## src/rtl/rf_wport_arbiter.sv

```systemverilog
// rtl/rf_wport_arbiter.sv - regfile write-port arbiter between in-order WB and a buffered MDU result FIFO
// Define RF_ARB_PERF_EN to add saturating stall-cycle and hold-pulse performance counters.
module rf_wport_arbiter #(
  parameter int XLEN       = 64,
  parameter int AW         = 5,
  parameter int DEPTH      = 2,
  parameter int STARVE_LIM = 4
) (
  input  logic            clk,
  input  logic            rst_n,
  input  logic            wb_valid_i,
  input  logic [AW-1:0]   wb_addr_i,
  input  logic [XLEN-1:0] wb_data_i,
  input  logic            mdu_valid_i,
  output logic            mdu_ready_o,
  input  logic [AW-1:0]   mdu_addr_i,
  input  logic [XLEN-1:0] mdu_data_i,
  input  logic            issue_i,
  input  logic [AW-1:0]   issue_addr_i,
  input  logic [AW-1:0]   rs1_addr_i,
  input  logic [AW-1:0]   rs2_addr_i,
  output logic            stall_o,
  output logic            wb_hold_o,
  output logic            rf_wr_en_o,
  output logic [AW-1:0]   rf_wr_addr_o,
  output logic [XLEN-1:0] rf_wr_data_o
`ifdef RF_ARB_PERF_EN
  ,
  output logic [31:0]     perf_stall_cnt_o,
  output logic [31:0]     perf_hold_cnt_o
`endif
);

  localparam int PW   = (DEPTH > 1) ? $clog2(DEPTH) : 1;
  localparam int CW   = PW + 1;
  localparam int NREG = 1 << AW;
  localparam int SW   = (STARVE_LIM > 1) ? $clog2(STARVE_LIM) : 1;

  logic [AW-1:0]   fifo_addr [DEPTH];
  logic [XLEN-1:0] fifo_data [DEPTH];
  logic [PW-1:0]   rd_ptr;
  logic [PW-1:0]   wr_ptr;
  logic [CW-1:0]   count;
  logic [CW-1:0]   count_next;
  logic [NREG-1:0] pending;
  logic [NREG-1:0] pending_set;
  logic [NREG-1:0] pending_clr;
  logic [SW-1:0]   starve_cnt;
  logic            wb_win;
  logic            fifo_empty;
  logic            push;
  logic            pop;
  logic [AW-1:0]   head_addr;
  logic [XLEN-1:0] head_data;

  assign fifo_empty = (count == '0);
  assign head_addr  = fifo_addr[rd_ptr];
  assign head_data  = fifo_data[rd_ptr];
  // A WB write to x0 is a no-op and leaves the port free for the FIFO head.
  assign wb_win     = wb_valid_i && (wb_addr_i != '0);
  assign pop        = !wb_win && !fifo_empty;
  assign push       = mdu_valid_i && mdu_ready_o;
  assign count_next = count + CW'(push) - CW'(pop);

  always_comb begin
    rf_wr_en_o   = 1'b0;
    rf_wr_addr_o = '0;
    rf_wr_data_o = '0;
    if (wb_win) begin
      rf_wr_en_o   = 1'b1;
      rf_wr_addr_o = wb_addr_i;
      rf_wr_data_o = wb_data_i;
    end else if (pop) begin
      rf_wr_en_o   = (head_addr != '0);
      rf_wr_addr_o = head_addr;
      rf_wr_data_o = head_data;
    end
  end

  always_comb begin
    pending_set = '0;
    pending_clr = '0;
    if (issue_i && (issue_addr_i != '0)) pending_set[issue_addr_i] = 1'b1;
    if (pop) pending_clr[head_addr] = 1'b1;
  end

  assign stall_o = pending[rs1_addr_i] | pending[rs2_addr_i] | (issue_i & pending[issue_addr_i]);

  always_ff @(posedge clk) begin
    if (push) begin
      fifo_addr[wr_ptr] <= mdu_addr_i;
      fifo_data[wr_ptr] <= mdu_data_i;
    end
  end

  always_ff @(posedge clk or negedge rst_n) begin
    if (!rst_n) begin
      rd_ptr      <= '0;
      wr_ptr      <= '0;
      count       <= '0;
      mdu_ready_o <= 1'b0;
      pending     <= '0;
    end else begin
      if (push) wr_ptr <= wr_ptr + 1'b1;
      if (pop)  rd_ptr <= rd_ptr + 1'b1;
      count       <= count_next;
      mdu_ready_o <= (count_next < CW'(DEPTH));
      // Set is applied after clear so a same-cycle reissue of the popped rd stays pending.
      pending     <= ((pending & ~pending_clr) | pending_set) & ~NREG'(1);
    end
  end

  // Outside the empty/pop cases the head is losing to WB.
  always_ff @(posedge clk or negedge rst_n) begin
    if (!rst_n) begin
      starve_cnt <= '0;
      wb_hold_o  <= 1'b0;
    end else if (fifo_empty || pop) begin
      starve_cnt <= '0;
      wb_hold_o  <= 1'b0;
    end else if (starve_cnt == SW'(STARVE_LIM - 1)) begin
      starve_cnt <= '0;
      wb_hold_o  <= 1'b1;
    end else begin
      starve_cnt <= starve_cnt + 1'b1;
      wb_hold_o  <= 1'b0;
    end
  end

  always_ff @(posedge clk) begin
    if (rst_n) begin
      assert (!(wb_hold_o && wb_win))
        else $error("rf_wport_arbiter: WB write presented during wb_hold_o");
    end
  end

`ifdef RF_ARB_PERF_EN
  always_ff @(posedge clk or negedge rst_n) begin
    if (!rst_n) begin
      perf_stall_cnt_o <= '0;
      perf_hold_cnt_o  <= '0;
    end else begin
      if (stall_o && (perf_stall_cnt_o != '1)) perf_stall_cnt_o <= perf_stall_cnt_o + 1'b1;
      if (wb_hold_o && (perf_hold_cnt_o != '1)) perf_hold_cnt_o <= perf_hold_cnt_o + 1'b1;
    end
  end
`endif

endmodule

```

## config.mk

```make
export PLATFORM = sky130hd
export DESIGN_NAME = rf_wport_arbiter
export DESIGN_NICKNAME = d
export VERILOG_FILES = /design/src/rtl/rf_wport_arbiter.sv
export SDC_FILE = /design/constraint.sdc
export NUM_CORES = 1
export LEC_CHECK = 0
export CORE_UTILIZATION = 49
export DETAILED_ROUTE_END_ITERATION = 6
export PLACE_DENSITY = 0.81
export SYNTH_ARGS = -nofsm -noshare
export SYNTH_HDL_FRONTEND = slang
export SYNTH_SLANG_ARGS = --single-unit
```

## constraint.sdc

```tcl
create_clock -name clk -period 4.7 [get_ports clk]
set_input_delay 0.94 -clock clk [delete_from_list [all_inputs] [get_ports clk]]
set_output_delay 0.94 -clock clk [all_outputs]
set_load 0.01 [all_outputs]
```

==> results of run 1 <==
[cell type report]
class | count | area [sq um] | area share (%)
flip-flops and latches | 177 | 5120 | 44.9
clock buffers | 19 | 433 | 3.79
inverters | 10 | 37.5 | 0.329
repair buffers | 245 | 2440 | 21.4
diodes | 1 | 2.50 | 0.0219
multi-input cells | 402 | 3000 | 26.2
clock inverters | 13 | 113 | 0.986
well taps | 220 | 275 | 2.41
[worst paths after layout]
kind,end,start,slack (ns),depth (start not counted)
min reg2reg,starve_cnt[0]$_DFF_PN0_,starve_cnt[0]$_DFF_PN0_,0.44,1
min in group asynchronous,pending[22]$_DFF_PN0_,rst_n,0.96,2
max reg2reg,pending[25]$_DFF_PN0_,rd_ptr$_DFFE_PN0P_,1.96,5
max,rf_wr_data_o[40],wb_addr_i[2],0.18,6
min,starve_cnt[0]$_DFF_PN0_,starve_cnt[0]$_DFF_PN0_,0.44,1
max in group asynchronous,rd_ptr$_DFFE_PN0P_,rst_n,3.36,2
[power groups by stage]
stage	clock network, mW	logic, mW	registers, mW
2_1_floorplan	0	1.26	2.30
3_3_place_gp	0	1.94	2.46
3_5_place_dp	0	1.98	2.50
4_1_cts	1.32	1.99	2.47
5_1_grt	1.38	2.13	2.52
6_report	1.30	1.98	2.47
[worst reg2reg max path: cells and delay by family (launching register included)]
family,cells,cell delay [ns]
compound gates,1,0.15
buf+inv,1,0.62
flops,1,0.99
mux,1,0.45
simple gates,2,0.42
[metal layers]
metal | wire length [microns] | part of all wire (%) | vias to the layer above
li1 | - | - | 2897
met1 | 7960 | 37 | 3043
met2 | 11200 | 52 | 315
met3 | 1820 | 8.4 | 45
met4 | 674 | 3.1 | 0
met5 | 0 | 0 | -
[through the flow]
| step | utilization, % | hold slack, ns | setup WS [ns] |
|---|---|---|---|
| 2_1_floorplan | - | 0.418 | 0.282 |
| 4_1_cts | 68.8 | 0.447 | 0.190 |
| 5_1_grt | 68.9 | 0.473 | 0.0729 |
| 6_report | 68.9 | 0.444 | 0.185 |
| 3_3_place_gp | 65.6 | 0.430 | 0.302 |
| 3_5_place_dp | 65.6 | 0.439 | 0.167 |
[logic make-up (layout without fill, tap and decap cells)]
| family | count (synthesis) | count (layout) |
|---|---|---|
| buffers and inverters | 53 | 287 |
| flip-flops | 177 | 177 |
| multiplexers | 103 | 103 |
| AND/OR/NAND/NOR | 144 | 144 |
| other | 0 | 1 |
| XOR/XNOR | 4 | 4 |
| adder cells (fa/ha/maj) | 2 | 2 |
| AO/OA/AOI/OAI | 149 | 149 |
[placed cells by master (no fill, tap or decap), types with 3 or more instances in the layout]
master and instances:
clkdlybuf4s50_1 230, edfxtp_1 138, nand2_1 95, mux2i_1 77
o31ai_1 67, o21ai_0 52, dfrtp_1 38, mux4_2 17
clkbuf_16 17, buf_4 13, nand3_1 12, inv_1 10
mux2_2 9, o2bb2ai_1 8, nor2b_1 6, nand2b_1 5
o32ai_1 5, nor2_1 4, o22ai_1 4, nor3b_1 3
a31oi_1 3, and3_1 3, clkinv_1 3
[flip-flops by register name, indices dropped and copies added (netlist names)]
signal / cells
wb_hold_o: 1
rd_ptr: 1
wr_ptr: 1
fifo_data: 128
fifo_addr: 10
count: 2
pending: 31
starve_cnt: 2
mdu_ready_o: 1
==> reports/results.ini, run 1 <==
[global_routing]
antenna_found_initial=1
use_met3_pct=7.07
overflow=0
met1_usage_pct=27.6
grt-busiest-layer=met2
grt_pass1_vias=6409
grt_max_degree=77
grtUsageTotal_pct=24.9
grt_pass1_wl_microns=33200
grtUsageMet2_pct=43.3

[logic_synthesis]
synth_compound_area_share_pct=12.0
synth_edf_count=138
synth_top_family_by_area=multiplexers
synth_fa_ha_area_share_pct=0.300
postSynthCellCount=632
synthMuxAreaShare_pct=15.1
ys_types=42
synth.area.top_cells=edfxtp_1, dfrtp_1, mux2i_1
ys_warn_count=0
syn_area_sq_mm=0.00833
yosys.area.top_type=edfxtp_1
synth_commonest_cells=edfxtp_1, nand2_1, mux2i_1, o31ai_1, o21ai_0
synth_top_cell_area_share_pct=49.8
ys_seq_area_share_pct=61.5
synth_most_common_cell=edfxtp_1
ys.flop_type=edfxtp_1
synthArstFlopShare_pct=22.0
synth_nets=792
synth-simple-area-share_pct=7.81
synth_xor_area_share_pct=0.421
synth_area_per_cell_sq_um=13.2
ys_ff_latch=177

[place]
dp.cells=1054
io_buffers=230
dp_hpwl_microns=15800
postPlaceCellArea_sq_mm=0.0109
gp_congestion=0.937

[worst_setup_path]
slowest_stage=clkdlybuf4s50_1
cp-start-kind=input pin
slowest_delay_ns=0.60
crit_top_cell=clkdlybuf4s50_1
cp-end-kind=output port
path_cells=clkdlybuf4s50_1, or4_4, o21a_4, buf_12, o31ai_1, clkdlybuf4s50_1
worst_ep_arrival_time_ns=3.58
worstPathMaxFanout=76
crit_type=input pin to output port
path_delay_family=buffers and inverters
worst_ep_required_time_ns=3.76
cp_num_buf_inv=3

[pwr]
p_sw_share_pct=32.9
p_int_mw=3.86
power_mw=5.75
peakVddDrop_mv=0.289
power.density_mw_per_mm2=504
p_clk_share_pct=22.6
p_switching_mw=1.89
seq_power_share_pct=43.0
p_comb_share_pct=34.4
p_leak_nw=4.17

[floorplan]
start_util_pct=50.2
fp.dieW_microns=132
io_pins=231
die_y_microns=132
die_area_sq_mm=0.0175
placeableCoreArea_sq_mm=0.0166
rows=47

[route]
drt_iter0_markers=468
drt_wl_total_microns=21700
vias_per_cell=5.80
ant_nets=0
firstDrtPassIters=5
routedWlPerCell_microns=19.9
vias=6300
drc=0

[clock_tree]
clk_latency_ns=0.42
cts.sinks=177
clk_pin_slew_ns=0.06
holdBufCountCts=0
cts_tree=yes
cts_root_buffer=clkbuf_16
cts_buffer_depth=2
post_cts_buffers=0
htreeDepth=4
cts_resized=0
cts_buffers=17

[cells_and_area]
instances_no_fill=1087
nFillCells=1125
finalInstanceArea_sq_mm=0.0114
final_nets=1013
area_growth_pct=37.1
drive_above_1_share_pct=9.01

[timing]
fin_worst_skew_ns=0.0114
relSlewSlack_pct=33.6
fin_setup_tns_ns=0
final_max_slew_viol_count=0
tightest_slew_ns=0.993
rsz0062_at_grt=no
setup_viol=0
min_period_ns=4.52
period_share_pct=96.1
maxClockFrequency_mhz=221
hold_violations=0

[min_path]
min_path_type=register to register

[status]
status=finished, final reports clean

[run]
max_cap_violations=0

(Power assumes the default switching activity.)
==> inputs of run 2 (changes only) <==
--- a/config.mk
+++ b/config.mk
@@ -8,6 +8,7 @@
 export CORE_UTILIZATION = 49
 export DETAILED_ROUTE_END_ITERATION = 6
 export PLACE_DENSITY = 0.81
+export SLEW_MARGIN = 25
 export SYNTH_ARGS = -nofsm -noshare
 export SYNTH_HDL_FRONTEND = slang
 export SYNTH_SLANG_ARGS = --single-unit
==> results of run 2 <==
Final layout, timing and power as in run 1 (identical DEF).
